<file path="config.mk">
export PLATFORM = sky130hd
export DESIGN_NAME = scale_1d_adv_flat
export DESIGN_NICKNAME = d
export VERILOG_FILES = /design/src/rtl/scale_1d_adv_if.sv /design/src/rtl/scale_1d_adv.sv /design/src/flat_wrapper.sv
export SDC_FILE = /design/constraint.sdc
export NUM_CORES = 1
export LEC_CHECK = 0
export BUFFER_PORTS_ARGS = -buffer_cell sky130_fd_sc_hd__buf_2
export CAP_MARGIN = 10
export CORE_UTILIZATION = 40
export DETAILED_ROUTE_END_ITERATION = 10
export PLACE_DENSITY = 0.7
export SLEW_MARGIN = 10
export SYNTH_ARGS = -nofsm -noshare
export SYNTH_HDL_FRONTEND = slang
export SYNTH_SLANG_ARGS = --single-unit
</file>
<file path="constraint.sdc">
create_clock -name clk -period 3.7 [get_ports clk]
set_input_delay 0.185 -clock clk [delete_from_list [all_inputs] [get_ports clk]]
set_output_delay 0.185 -clock clk [all_outputs]
set_load 0.01 [all_outputs]
</file>
<file path="src/rtl/scale_1d_adv_if.sv">
// Control, configuration and output-beat signals of the 1-D nearest-neighbour scale sequencer.
// The master modport is the sequencer side. The slave modport is the consumer/controller side.
interface scale_1d_adv_if #(
    parameter int C_M_WIDTH      = 12,
    parameter int C_S_WIDTH      = 10,
    parameter int C_S_ADDR_WIDTH = 32
);
    logic [C_S_WIDTH-1:0]      s_width;
    logic [C_M_WIDTH-1:0]      m_width;
    logic                      mirror;
    logic                      start;
    logic                      abort;
    logic [C_S_ADDR_WIDTH-1:0] s_base_addr;
    logic [C_S_ADDR_WIDTH-1:0] s_off_addr;
    logic [C_S_ADDR_WIDTH-1:0] s_inc_addr;
    logic                      o_valid;
    logic                      o_ready;
    logic [C_S_WIDTH-1:0]      s_index;
    logic [C_M_WIDTH-1:0]      m_index;
    logic [C_S_ADDR_WIDTH-1:0] s_addr;
    logic                      o_last;
    logic                      busy;
    logic                      done;

    modport master (
        input  s_width, m_width, mirror, start, abort,
               s_base_addr, s_off_addr, s_inc_addr, o_ready,
        output o_valid, s_index, m_index, s_addr, o_last, busy, done
    );

    modport slave (
        output s_width, m_width, mirror, start, abort,
               s_base_addr, s_off_addr, s_inc_addr, o_ready,
        input  o_valid, s_index, m_index, s_addr, o_last, busy, done
    );
endinterface

</file>
<file path="src/rtl/scale_1d_adv.sv">
// 1-D nearest-neighbour scale sequencer: an accumulator stepper that emits the source index,
// master index and fetch address for each output pixel. It handles upscale, downscale and mirror.
module scale_1d_adv #(
    parameter int C_M_WIDTH      = 12,
    parameter int C_S_WIDTH      = 10,
    parameter int C_S_ADDR_WIDTH = 32
) (
    input  logic           clk,
    input  logic           resetn,
    scale_1d_adv_if.master bus
);
    localparam int ACC_W = C_M_WIDTH + C_S_WIDTH;

    typedef enum logic {
        ST_IDLE = 1'b0,
        ST_RUN  = 1'b1
    } state_t;

    state_t                    r_state, w_state_nxt;
    logic [ACC_W-1:0]          r_sa, w_sa_nxt;
    logic [ACC_W-1:0]          r_ma, w_ma_nxt;
    logic [C_S_WIDTH-1:0]      r_s_index, w_s_index_nxt;
    logic [C_S_WIDTH-1:0]      r_s_width, w_s_width_nxt;
    logic [C_M_WIDTH-1:0]      r_m_index, w_m_index_nxt;
    logic [C_M_WIDTH-1:0]      r_m_width, w_m_width_nxt;
    logic [C_S_ADDR_WIDTH-1:0] r_s_addr, w_s_addr_nxt;
    logic                      r_mirror, w_mirror_nxt;
    logic                      r_done, w_done_nxt;

    logic w_busy;
    logic w_valid;
    logic w_last;
    logic w_step;
    logic w_src_step;
    logic w_mst_step;
    logic w_zero;

    assign w_busy     = (r_state == ST_RUN);
    assign w_valid    = w_busy && (r_sa >= r_ma);
    assign w_last     = w_valid && (r_m_index == (r_m_width - C_M_WIDTH'(1)));
    assign w_step     = w_busy && (!w_valid || bus.o_ready);
    assign w_src_step = (r_sa <= r_ma);
    assign w_mst_step = (r_sa >= r_ma);
    assign w_zero     = (bus.s_width == '0) || (bus.m_width == '0);

    always_comb begin
        w_state_nxt   = r_state;
        w_sa_nxt      = r_sa;
        w_ma_nxt      = r_ma;
        w_s_index_nxt = r_s_index;
        w_m_index_nxt = r_m_index;
        w_s_addr_nxt  = r_s_addr;
        w_s_width_nxt = r_s_width;
        w_m_width_nxt = r_m_width;
        w_mirror_nxt  = r_mirror;
        w_done_nxt    = 1'b0;

        // Start has priority over abort and over any in-flight beat, so it restarts a busy line silently.
        if (bus.start) begin
            if (w_zero) begin
                w_state_nxt = ST_IDLE;
                w_done_nxt  = 1'b1;
            end else begin
                w_state_nxt   = ST_RUN;
                w_sa_nxt      = ACC_W'(bus.m_width);
                w_ma_nxt      = ACC_W'(bus.s_width);
                w_s_index_nxt = '0;
                w_m_index_nxt = '0;
                w_s_addr_nxt  = bus.s_base_addr + bus.s_off_addr;
                w_s_width_nxt = bus.s_width;
                w_m_width_nxt = bus.m_width;
                w_mirror_nxt  = bus.mirror;
            end
        end else if (w_busy && bus.abort) begin
            w_state_nxt = ST_IDLE;
            w_done_nxt  = 1'b1;
        end else if (w_step && w_last) begin
            w_state_nxt = ST_IDLE;
            w_done_nxt  = 1'b1;
        end else if (w_step) begin
            // Both comparisons use the pre-step accumulators. When sa == ma, both sides advance together.
            if (w_src_step) begin
                w_sa_nxt      = r_sa + ACC_W'(r_m_width);
                w_s_index_nxt = r_s_index + C_S_WIDTH'(1);
                w_s_addr_nxt  = r_mirror ? (r_s_addr - bus.s_inc_addr)
                                         : (r_s_addr + bus.s_inc_addr);
            end
            if (w_mst_step) begin
                w_ma_nxt      = r_ma + ACC_W'(r_s_width);
                w_m_index_nxt = r_m_index + C_M_WIDTH'(1);
            end
        end
    end

    always_ff @(posedge clk or negedge resetn) begin
        if (!resetn) begin
            r_state   <= ST_IDLE;
            r_sa      <= '0;
            r_ma      <= '0;
            r_s_index <= '0;
            r_m_index <= '0;
            r_s_addr  <= '0;
            r_s_width <= '0;
            r_m_width <= '0;
            r_mirror  <= 1'b0;
            r_done    <= 1'b0;
        end else begin
            r_state   <= w_state_nxt;
            r_sa      <= w_sa_nxt;
            r_ma      <= w_ma_nxt;
            r_s_index <= w_s_index_nxt;
            r_m_index <= w_m_index_nxt;
            r_s_addr  <= w_s_addr_nxt;
            r_s_width <= w_s_width_nxt;
            r_m_width <= w_m_width_nxt;
            r_mirror  <= w_mirror_nxt;
            r_done    <= w_done_nxt;
        end
    end

    assign bus.o_valid = w_valid;
    assign bus.o_last  = w_last;
    assign bus.s_index = r_s_index;
    assign bus.m_index = r_m_index;
    assign bus.s_addr  = r_s_addr;
    assign bus.busy    = w_busy;
    assign bus.done    = r_done;
endmodule

</file>
<file path="src/flat_wrapper.sv">
// flat-port wrapper written by rule: the top's interface ports become plain ports
module scale_1d_adv_flat 
#(
    parameter int C_M_WIDTH      = 12,
    parameter int C_S_WIDTH      = 10,
    parameter int C_S_ADDR_WIDTH = 32
)
  (clk, resetn, bus_s_width, bus_m_width, bus_mirror, bus_start, bus_abort, bus_s_base_addr, bus_s_off_addr, bus_s_inc_addr, bus_o_ready, bus_o_valid, bus_s_index, bus_m_index, bus_s_addr, bus_o_last, bus_busy, bus_done);
  scale_1d_adv_if #(.C_M_WIDTH(C_M_WIDTH), .C_S_WIDTH(C_S_WIDTH), .C_S_ADDR_WIDTH(C_S_ADDR_WIDTH)) bus_i ();
  input  logic clk;
  input  logic resetn;
  input wire logic [$bits(bus_i.s_width)-1:0] bus_s_width;
  input wire logic [$bits(bus_i.m_width)-1:0] bus_m_width;
  input wire logic [$bits(bus_i.mirror)-1:0] bus_mirror;
  input wire logic [$bits(bus_i.start)-1:0] bus_start;
  input wire logic [$bits(bus_i.abort)-1:0] bus_abort;
  input wire logic [$bits(bus_i.s_base_addr)-1:0] bus_s_base_addr;
  input wire logic [$bits(bus_i.s_off_addr)-1:0] bus_s_off_addr;
  input wire logic [$bits(bus_i.s_inc_addr)-1:0] bus_s_inc_addr;
  input wire logic [$bits(bus_i.o_ready)-1:0] bus_o_ready;
  output wire logic [$bits(bus_i.o_valid)-1:0] bus_o_valid;
  output wire logic [$bits(bus_i.s_index)-1:0] bus_s_index;
  output wire logic [$bits(bus_i.m_index)-1:0] bus_m_index;
  output wire logic [$bits(bus_i.s_addr)-1:0] bus_s_addr;
  output wire logic [$bits(bus_i.o_last)-1:0] bus_o_last;
  output wire logic [$bits(bus_i.busy)-1:0] bus_busy;
  output wire logic [$bits(bus_i.done)-1:0] bus_done;
  assign bus_i.s_width = bus_s_width;
  assign bus_i.m_width = bus_m_width;
  assign bus_i.mirror = bus_mirror;
  assign bus_i.start = bus_start;
  assign bus_i.abort = bus_abort;
  assign bus_i.s_base_addr = bus_s_base_addr;
  assign bus_i.s_off_addr = bus_s_off_addr;
  assign bus_i.s_inc_addr = bus_s_inc_addr;
  assign bus_i.o_ready = bus_o_ready;
  assign bus_o_valid = bus_i.o_valid;
  assign bus_s_index = bus_i.s_index;
  assign bus_m_index = bus_i.m_index;
  assign bus_s_addr = bus_i.s_addr;
  assign bus_o_last = bus_i.o_last;
  assign bus_busy = bus_i.busy;
  assign bus_done = bus_i.done;
  scale_1d_adv #(.C_M_WIDTH(C_M_WIDTH), .C_S_WIDTH(C_S_WIDTH), .C_S_ADDR_WIDTH(C_S_ADDR_WIDTH)) u_core (.clk(clk), .resetn(resetn), .bus(bus_i));
endmodule
</file>
==> results of run 1 <==
==> area by class of cell <==
class	count	area, um2
fill	2674	14100
multi-input combinational	1148	7780
sequential	123	3080
timing repair buffer	253	1520
tap	378	473
clock buffer	21	470
inverter	76	285
clock inverter	11	110
antenna	1	2.50
==> flip-flops by register name, summed over array words and instances, names as in the netlist <==
name and count:
u_core.r_m_width 12, u_core.bus.s_addr 32, u_core.bus.m_index 12, u_core.r_s_width 10
u_core.bus.busy 1, u_core.bus.done 1, u_core.bus.s_index 10, u_core.r_ma 22
u_core.r_mirror 1, u_core.r_sa 22
==> worst max-delay path: cells and delay by family, from the launching register on <==
family | cells | cell delay (ns)
AOI/OAI and AO/OA | 5 | 1.28
buffers and inverters | 4 | 0.65
and+or+nand+nor | 3 | 0.55
DFF | 1 | 0.50
adders and majority gates | 1 | 0.33
==> per-layer routing <==
| metal | vias up | share of wire (%) | GRT usage (%) |
|---|---|---|---|
| met2 | 265 | 47 | 36.1 |
| li1 | 5522 | - | - |
| met4 | 0 | 2.1 | 6.70 |
| met1 | 5072 | 46 | 27.2 |
| met3 | 49 | 4.7 | 3.93 |
| met5 | - | 0 | 0 |
==> power by group <==
group | total [mW] | leakage, nW | internal, mW | switching [mW]
Clock | 1.67 | 0.277 | 0.987 | 0.678
Combinational | 4.65 | 4.68 | 2.19 | 2.46
Sequential | 2.17 | 1.49 | 1.72 | 0.452
Total | 8.49 | 6.45 | 4.90 | 3.59
==> how the worst max path moves through the flow <==
stage	end	startpoint	slack, ns
finish	u_core.bus.s_addr[29]	u_core.r_ma[13]	0.22
global route	u_core.bus.s_addr[31]	bus_s_inc_addr[8]	-0.01
CTS	u_core.bus.s_addr[31]	bus_s_inc_addr[8]	0.11
detailed placement	u_core.bus.s_addr[31]	bus_s_inc_addr[8]	-0.32
global placement	u_core.bus.s_addr[31]	bus_s_inc_addr[8]	-0.26
floorplan	u_core.bus.s_addr[31]	bus_s_inc_addr[8]	0.1
==> kinds of logic (layout without fill, tap and decap cells) <==
group	count (synthesis)	after routing	synth area share [%]
AO/OA/AOI/OAI	450	450	24.3
other	0	1	0
multiplexers	45	45	4.23
XOR/XNOR	108	108	8.34
adder cells (fa/ha/maj)	114	114	12.8
buffers and inverters	128	361	4.85
AND/OR/NAND/NOR	431	431	18.3
flip-flops	123	123	27.1
==> Yosys cell counts (4+ instances only) <==
| cell type | n | area, um2 |
|---|---|---|
| xnor2_1 | 75 | 657 |
| a21o_1 | 43 | 323 |
| nand4_1 | 12 | 75.1 |
| o21a_1 | 16 | 120 |
| and3_1 | 11 | 68.8 |
| mux2i_1 | 21 | 210 |
| o21ai_0 | 129 | 646 |
| dfrtp_1 | 123 | 3080 |
| clkbuf_1 | 31 | 116 |
| inv_1 | 75 | 282 |
| a21oi_1 | 140 | 701 |
| nand2b_1 | 20 | 125 |
| buf_2 | 4 | 20.0 |
| and2_1 | 5 | 31.3 |
| fa_1 | 4 | 80.1 |
| nor2_1 | 96 | 360 |
| mux2_2 | 24 | 270 |
| or3_1 | 10 | 62.6 |
| nand3_1 | 38 | 190 |
| o311ai_0 | 4 | 35.0 |
| o21ai_1 | 4 | 20.0 |
| nor4_1 | 14 | 87.6 |
| o21bai_1 | 10 | 75.1 |
| nand2_1 | 133 | 499 |
| a21boi_0 | 5 | 37.5 |
| nand4b_1 | 4 | 35.0 |
| a211oi_1 | 15 | 113 |
| buf_4 | 11 | 82.6 |
| o31ai_1 | 14 | 105 |
| o41ai_1 | 4 | 35.0 |
| ha_1 | 110 | 1380 |
| a22o_1 | 9 | 78.8 |
| nor2b_1 | 14 | 87.6 |
| or2_2 | 8 | 50.1 |
| a41oi_1 | 4 | 35.0 |
| xor2_1 | 33 | 289 |
| a31oi_1 | 17 | 106 |
| o211ai_1 | 7 | 52.6 |
| nor3_1 | 47 | 235 |
==> placed cells by master, fill, tap and decap left out, types with 13 or more instances in the layout <==
master     count
o21a_1        16
nor2_1        96
nand2_1      132
o31ai_1       14
nand2b_1      20
nor2b_1       14
a211oi_1      15
inv_1         75
a31oi_1       17
xor2_1        33
dfrtp_1      123
nor4_1        13
mux2i_1       21
clkbuf_16     17
a21o_1        43
buf_2        179
mux2_2        24
xnor2_1       75
o21ai_0      128
nand3_1       38
nor3_1        46
buf_4         65
a21oi_1      139
ha_1         110
==> stage by stage <==
stage          TNS (ns)  cells  power [mW]
3_5_place_dp      -1.76   1975        6.77
3_3_place_gp      -1.17   1975        6.64
5_1_grt         -0.0159   2010        9.24
6_report              0   2011        8.49
4_1_cts               0   2010        8.49
2_1_floorplan         0   1399        5.30
==> what timing repair did <==
action / 4_1_cts / 5_1_grt
hold buffers: 3 / 0
resized for setup: 0 / 14
hold endpoints to repair: 55 / 0
setup endpoints to repair: 0 / 13
==> impl_metrics.py, run 1 <==
metrics = {
    "run_status": {
        "status": "completed",
    },
    "detailed_routing": {
        "drt_iter0_drc": 575,
        "wirelength_mm": 30.6,
        "ant_nets": 0,
        "vias": 10900,
        "viasPerCell": 5.42,
        "route.detailed.drc": 0,
        "wl_per_cell_um": 15.2,
        "firstDrtPassIters": 5,
    },
    "placed_design": {
        "postPlaceCellArea_mm2": 0.0131,
        "dpl.hpwl_mm": 23.7,
        "dp_slack_ns": -0.324,
        "io_buffers": 181,
        "gp_congestion": 0.862,
    },
    "die": {
        "initial_core_util_pct": 40.7,
        "die_w_um": 170,
        "core.rowCount": 61,
        "fp.dieH_um": 170,
        "ios": 182,
        "die_area_mm2": 0.0290,
        "coreArea_mm2": 0.0279,
    },
    "min_path": {
        "whs_endpoint": "u_core.r_m_width[0]",
        "hp-start": "bus_m_width[0]",
        "holdCritPathClass": "in2reg",
        "hold_depth": 2,
    },
    "sta": {
        "fin_ws_ns": 0.218,
        "rsz0062_at_grt": "yes",
        "fin_crit_sh_pct": 94.1,
        "timing.hold.ws_ns": 0.0262,
        "slew_viol_final": 0,
        "min_period_ns": 3.48,
        "slew_headroom_pct": 23.7,
        "finalHoldViolCount": 0,
        "tightest_slew_ns": 1.14,
        "setup_violations": 0,
        "finClkSkew_ns": 0.0173,
        "max_freq_mhz": 287,
    },
    "power_and_ir_drop": {
        "power_density_mw_per_mm2": 619,
        "ir_drop_mv": 0.345,
        "p_leak_nw": 6.45,
    },
    "clock_network": {
        "postCtsSetupRepairBufs": 0,
        "cts_buffer_depth": 2,
        "tritoncts": "done",
        "cts_buffers": 17,
        "clk_pin_slew_ns": 0.06,
        "root_buffer": "clkbuf_16",
        "cts_sinks": 123,
        "ctsHtreeMaxLevel": 4,
        "clock_latency_ns": 0.43,
    },
    "setup_path": {
        "rr_worst_depth": 13,
        "r2r-end": "u_core.bus.s_addr[29]",
        "rr_startpoint": "u_core.r_ma[13]",
        "worstPathMaxFanout": 33,
        "cp.arrival_ns": 3.75,
        "cp_slowest_cell": "a221oi_1",
        "endpoint_kind": "flip-flop",
        "crit_path_start_kind": "flip-flop",
        "crit_type": "reg2reg",
        "crit_required_ns": 3.97,
        "crit_chain": "inv_1 > ha_1 > nand4_1 > or3_1 > o22ai_1 > a2111oi_0 > buf_4 > a221oi_1 > a31o_4 > buf_12 > inv_2 > nand3_1 > o311ai_1",
        "slowest_delay_ns": 0.52,
        "reg2reg_slack_ns": 0.22,
    },
    "synth": {
        "async_reset_ff_share_pct": 100,
        "syn_area_mm2": 0.0113,
        "synth_edf_count": 0,
        "seq_area_frac_synth_pct": 27.1,
        "synth-main-ff-cell": "dfrtp_1",
        "yosysWarnings": 0,
        "synth_nets": 1637,
        "syn_inst": 1399,
        "synth_cell_types": 70,
        "ys_ff_latch": 123,
        "syn_area_per_cell_um2": 8.11,
    },
    "global_routing": {
        "grt_usage_pct": 21.3,
        "grt-ovfl-total": 0,
        "grt_max_degree": 72,
        "grt_pass1_wl_mm": 49.6,
        "antenna_found_initial": 1,
        "first_global_vias": 10200,
    },
    "cells_and_area": {
        "final_core_util_pct": 49.2,
        "drive_gt1_share_pct": 20.3,
        "area_growth_syn_to_layout_pct": 20.9,
        "stdcell_area_mm2": 0.0137,
        "nets": 1857,
    },
    "flow_run": {
        "max_cap_violations": 0,
    },
}
Note: power is estimated with default switching activity, not from simulation.
==> inputs of run 2 (changes only) <==
Settings changed: CORE_UTILIZATION 40 to 47, CTS_CLUSTER_SIZE from default to 28, PLACE_DENSITY 0.7 to 0.78.
==> impl_metrics.py, run 2 (synthesized netlist as in run 1, its figures left out) <==
metrics = {
    "sta": {
        "setup_violations": 0,
        "slew_headroom_pct": 35.1,
        "max_freq_mhz": 283,
        "fin_crit_sh_pct": 95.3,
        "finalHoldViolCount": 0,
        "finClkSkew_ns": 0.0153,
        "fin_ws_ns": 0.173,
        "slew_viol_final": 0,
        "min_period_ns": 3.53,
        "tightest_slew_ns": 0.974,
    },
    "detailed_routing": {
        "ant_nets": 0,
        "drt_iter0_drc": 731,
        "viasPerCell": 5.73,
        "firstDrtPassIters": 5,
        "wl_per_cell_um": 16.0,
        "route.detailed.drc": 0,
        "vias": 11200,
        "wirelength_mm": 31.4,
    },
    "power_and_ir_drop": {
        "power_density_mw_per_mm2": 633,
        "swShare_pct": 42.4,
        "ir_drop_mv": 0.329,
        "clockPowerShare_pct": 20.7,
        "power_frac_comb_pct": 54.2,
        "power.switching_mw": 3.69,
        "p_leak_nw": 6.53,
        "pwr-share-seq_pct": 25.1,
        "power.total_mw": 8.72,
        "internal_power_mw": 5.03,
    },
    "setup_path": {
        "crit_chain": "inv_1 > ha_1 > or4b_1 > o21a_1 > o21ai_0 > a31oi_1 > nand4_1 > nand3_2 > a31o_4 > buf_4 > or2_2 > o31ai_1 > a22o_1",
        "endpoint_kind": "flip-flop",
        "crit_path_start_kind": "flip-flop",
        "crit_buf_inv": 2,
        "slowest_delay_ns": 0.56,
        "cp_top_family": "compound AO/OA/AOI/OAI gates",
        "crit_type": "reg2reg",
        "worstPathMaxFanout": 8,
        "crit_required_ns": 4.06,
        "cp.arrival_ns": 3.89,
        "cp_slowest_cell": "or4b_1",
    },
    "global_routing": {
        "grt_max_degree": 112,
        "antenna_found_initial": 0,
        "first_global_vias": 10700,
        "grt-ovfl-total": 0,
        "grt_pass1_wl_mm": 50.6,
        "grt_usage_pct": 25.4,
    },
    "run_status": {
        "status": "completed",
    },
    "die": {
        "die_w_um": 157,
        "core.rowCount": 56,
        "initial_core_util_pct": 48.2,
        "fp.dieH_um": 157,
        "die_area_mm2": 0.0248,
        "coreArea_mm2": 0.0235,
        "ios": 182,
    },
    "clock_network": {
        "cts_buffer_depth": 2,
        "tritoncts": "done",
        "ctsHtreeMaxLevel": 4,
        "root_buffer": "clkbuf_16",
        "clock_latency_ns": 0.43,
        "cts_sinks": 123,
        "clk_pin_slew_ns": 0.06,
        "cts_buffers": 17,
    },
    "cells_and_area": {
        "nets": 1866,
        "final_cells": 1960,
        "final_common_cell": "buf_2",
        "drive_gt1_share_pct": 20.8,
        "n_antenna_cell": 0,
        "final_cell_mix": "buf_2, a21oi_1, nand2_1",
        "nFillCells": 2106,
        "largest_reg_flops": 32,
        "area_growth_syn_to_layout_pct": 21.4,
    },
    "placed_design": {
        "io_buffers": 181,
        "dp_slack_ns": -0.330,
        "dpl.hpwl_mm": 23.6,
        "placedCellCount": 1920,
        "gp_congestion": 0.891,
    },
    "flow_run": {
        "max_cap_violations": 0,
    },
    "min_path": {
        "holdCritPathClass": "in2reg",
    },
}
## run 2: cell types whose count changed in the layout (fill, tap and decap cells not counted), moves of 2 or more
cell / previous run / this run
inv_6: 4 / 7
clkbuf_8: 3 / 0
clkinvlp_4: 3 / 1
bufinv_16: 1 / 3
buf_4: 65 / 74
buf_6: 2 / 0
inv_8: 0 / 3
## run 2: worst reg2reg max path, cell delays in order (launching register included)
cell and delay, ns:
dfrtp_1 0.42, inv_1 0.12, ha_1 0.21, or4b_1 0.56, o21a_1 0.22, o21ai_0 0.20
a31oi_1 0.15, nand4_1 0.17, nand3_2 0.18, a31o_4 0.35, buf_4 0.15, or2_2 0.33
o31ai_1 0.23, a22o_1 0.17
## run 2: per-layer routing
| metal | global-route usage, % | up-vias | part of all wire, % |
|---|---|---|---|
| met4 | 9.94 | 0 | 2.4 |
| met3 | 3.72 | 68 | 5.0 |
| met2 | 43.7 | 363 | 48 |
| met1 | 31.9 | 5260 | 45 |
| li1 | - | 5549 | - |
| met5 | 0 | - | 0 |
## run 2: cell type report
| class | instances | area, um2 | area share [%] |
|---|---|---|---|
| Clock buffer | 17 | 425 | 3.09 |
| Clock inverter | 15 | 201 | 1.46 |
| Inverter | 76 | 285 | 2.07 |
| Multi-Input combinational cell | 1149 | 7790 | 56.5 |
| Sequential cell | 123 | 3080 | 22.4 |
| Tap cell | 319 | 399 | 2.90 |
| Timing Repair Buffer | 261 | 1600 | 11.6 |
## run 2: repair_timing
| action | in CTS | in global routing |
|---|---|---|
| buffers inserted | 0 | 4 |
| endpoints found under the hold margin | 72 | 0 |
| setup endpoints to repair | 0 | 20 |
| gates resized for setup | 0 | 11 |
| hold buffers | 2 | 0 |
## run 2: power by group through the flow
stage                     logic [mW]  clock network (mW)  registers (mW)
after global placement          4.47                   0            2.18
after detailed placement        4.61                   0            2.20
final                           4.73                1.81            2.19
after CTS                       4.67                1.83            2.18
after global routing            5.29                1.88            2.24
after floorplan                 3.16                   0            2.14
## run 2: per-stage QoR
| stage | hold WS [ns] | setup TNS (ns) | cell area [um2] | util (%) |
|---|---|---|---|---|
| 2_1_floorplan | -0.111 | 0 | 11400 | - |
| 3_3_place_gp | 0.394 | -0.992 | 13000 | 55.3 |
| 3_5_place_dp | 0.404 | -2.00 | 13000 | 55.3 |
| 4_1_cts | 0.00691 | 0 | 13700 | 58.1 |
| 5_1_grt | 0.0147 | -0.0544 | 13800 | 58.5 |
| 6_report | 0.0210 | 0 | 13800 | 58.5 |
## run 2: final timing paths
path / from / end / slack [ns] / depth (start not counted)
setup reg to reg: u_core.r_m_width[1] / u_core.r_sa[18] / 0.17 / 13
max in group asynchronous: resetn / u_core.bus.m_index[0] / 2.40 / 3
setup / recovery: u_core.r_m_width[1] / u_core.r_sa[18] / 0.17 / 13
hold / removal: bus_s_width[0] / u_core.r_s_width[0] / 0.02 / 2
min in group asynchronous: resetn / u_core.r_s_width[4] / 0.45 / 2
hold reg to reg: u_core.bus.s_addr[5] / u_core.bus.s_addr[5] / 0.51 / 2
==> inputs of run 3 (changes only) <==
Settings changed: CORE_UTILIZATION 47 to 49, PLACE_DENSITY 0.78 to 0.81.
==> impl_metrics.py, run 3 (synthesized netlist as in run 1, its figures left out) <==
metrics = {
    "run_status": {
        "status": "completed",
    },
    "die": {
        "die_w_um": 154,
        "initial_core_util_pct": 50.1,
        "core.rowCount": 55,
        "fp.dieH_um": 154,
        "coreArea_mm2": 0.0226,
        "ios": 182,
        "die_area_mm2": 0.0238,
    },
    "cells_and_area": {
        "area_growth_syn_to_layout_pct": 20.2,
        "drive_gt1_share_pct": 20.5,
        "final_cells": 1921,
        "stdcell_area_mm2": 0.0136,
        "nets": 1862,
        "n_antenna_cell": 0,
        "largest_reg_flops": 32,
        "multi_input_area_mm2": 0.00780,
        "final_common_cell": "buf_2",
        "nFillCells": 1912,
        "final_cell_mix": "buf_2, a21oi_1, nand2_1",
        "final_core_util_pct": 60.2,
        "regArea_mm2": 0.00308,
    },
    "detailed_routing": {
        "ant_nets": 0,
        "vias": 11300,
        "wl_per_cell_um": 16.3,
        "drt_iter0_drc": 697,
        "viasPerCell": 5.87,
        "route.detailed.drc": 0,
        "wirelength_mm": 31.3,
        "firstDrtPassIters": 5,
    },
    "global_routing": {
        "first_global_vias": 10800,
        "grt_usage_pct": 26.2,
        "antenna_found_initial": 0,
        "grt-ovfl-total": 0,
        "grt_max_degree": 78,
        "grt_pass1_wl_mm": 50.8,
    },
    "sta": {
        "max_freq_mhz": 288,
        "slew_viol_final": 0,
        "finClkSkew_ns": 0.0126,
        "rsz0062_at_grt": "no",
        "setup_violations": 0,
        "slew_headroom_pct": 31.6,
        "min_period_ns": 3.47,
        "tightest_slew_ns": 1.03,
        "fin_crit_sh_pct": 93.9,
        "tns_ns": 0,
        "finalHoldViolCount": 0,
    },
    "power_and_ir_drop": {
        "power.total_mw": 8.58,
        "p_leak_nw": 6.46,
        "ir_drop_mv": 0.297,
        "power_density_mw_per_mm2": 629,
    },
    "flow_run": {
        "max_cap_violations": 0,
    },
    "setup_path": {
        "cp.arrival_ns": 3.81,
        "crit_type": "reg2reg",
        "worstPathMaxFanout": 20,
        "endpoint_kind": "flip-flop",
        "crit_required_ns": 4.04,
        "crit_path_start_kind": "flip-flop",
    },
    "clock_network": {
        "cts_buffer_depth": 2,
        "tritoncts": "done",
        "root_buffer": "clkbuf_16",
        "ctsHtreeMaxLevel": 4,
        "clk_pin_slew_ns": 0.06,
        "cts_buffers": 17,
        "cts_sinks": 123,
        "clock_latency_ns": 0.42,
    },
    "placed_design": {
        "io_buffers": 181,
        "gp_congestion": 0.879,
        "placedCellCount": 1886,
        "dpl.hpwl_mm": 23.8,
        "postPlaceCellArea_mm2": 0.0130,
    },
    "min_path": {
        "holdCritPathClass": "in2reg",
    },
}
==> run 3: cell types whose count changed in the layout (fill, tap and decap cells not counted), moves of 3 or more <==
cell	delta
inv_6	-7
clkbuf_8	+3
inv_8	-3
clkinvlp_4	+3
==> run 3: metal layers <==
| metal | global-route usage [%] | part of all wire [%] |
|---|---|---|
| met5 | 0 | 0 |
| met4 | 9.62 | 2.1 |
| met1 | 32.0 | 44 |
| met2 | 47.0 | 49 |
| met3 | 3.64 | 4.7 |
==> run 3: where the power goes <==
group	leakage, nW	internal (mW)	total (mW)	switching, mW
clock network	0.277	1.04	1.67	0.625
registers	1.49	1.72	2.20	0.476
logic	4.70	2.20	4.72	2.52
==> run 3: stage by stage <==
step,hold WS (ns),worst slack [ns]
after floorplan,-0.111,0.0952
after global placement,0.414,-0.199
after detailed placement,0.419,-0.288
after CTS,0.0229,0.0239
after global routing,0.0238,0.00220
final,0.0346,0.226
==> run 3: path summary, 6_finish.rpt <==
check,startpoint,to,slack [ns],cells past startpoint
max in group asynchronous,resetn,u_core.bus.busy,2.27,3
min reg2reg,u_core.r_ma[16],u_core.r_ma[16],0.48,1
max reg2reg,u_core.r_ma[11],u_core.r_ma[4],0.23,13
max,u_core.r_ma[11],u_core.r_ma[4],0.23,13
min,bus_s_width[2],u_core.r_s_width[2],0.03,2
min in group asynchronous,resetn,u_core.r_s_width[2],0.49,2
==> run 3: layout make-up <==
| cell class | count | share of cell area (%) |
|---|---|---|
| inverters | 76 | 2.09 |
| clock buffers | 21 | 3.45 |
| repair buffers | 257 | 11.2 |
| multi-input cells | 1149 | 57.2 |
| flip-flops and latches | 123 | 22.6 |
| well taps | 285 | 2.61 |
| clock inverters | 10 | 0.862 |
==> run 3: repair_timing <==
item / 4_1_cts / 5_1_grt
buffers inserted: 0 / 0
setup endpoints to repair: 0 / 30
gates resized for setup: 0 / 10
hold buffers: 3 / 0
hold endpoints to repair: 63 / 0
==> run 3: critical path, cell delays in order (launching register included) <==
cell and delay, ns:
dfrtp_1 0.39, inv_1 0.10, ha_1 0.33, a21o_1 0.19
a21o_1 0.18, a21oi_1 0.13, nor3_1 0.05, a2111oi_0 0.55
buf_4 0.24, nand2_1 0.13, o2bb2ai_4 0.51, buf_4 0.33
a211oi_1 0.08, a21oi_1 0.16
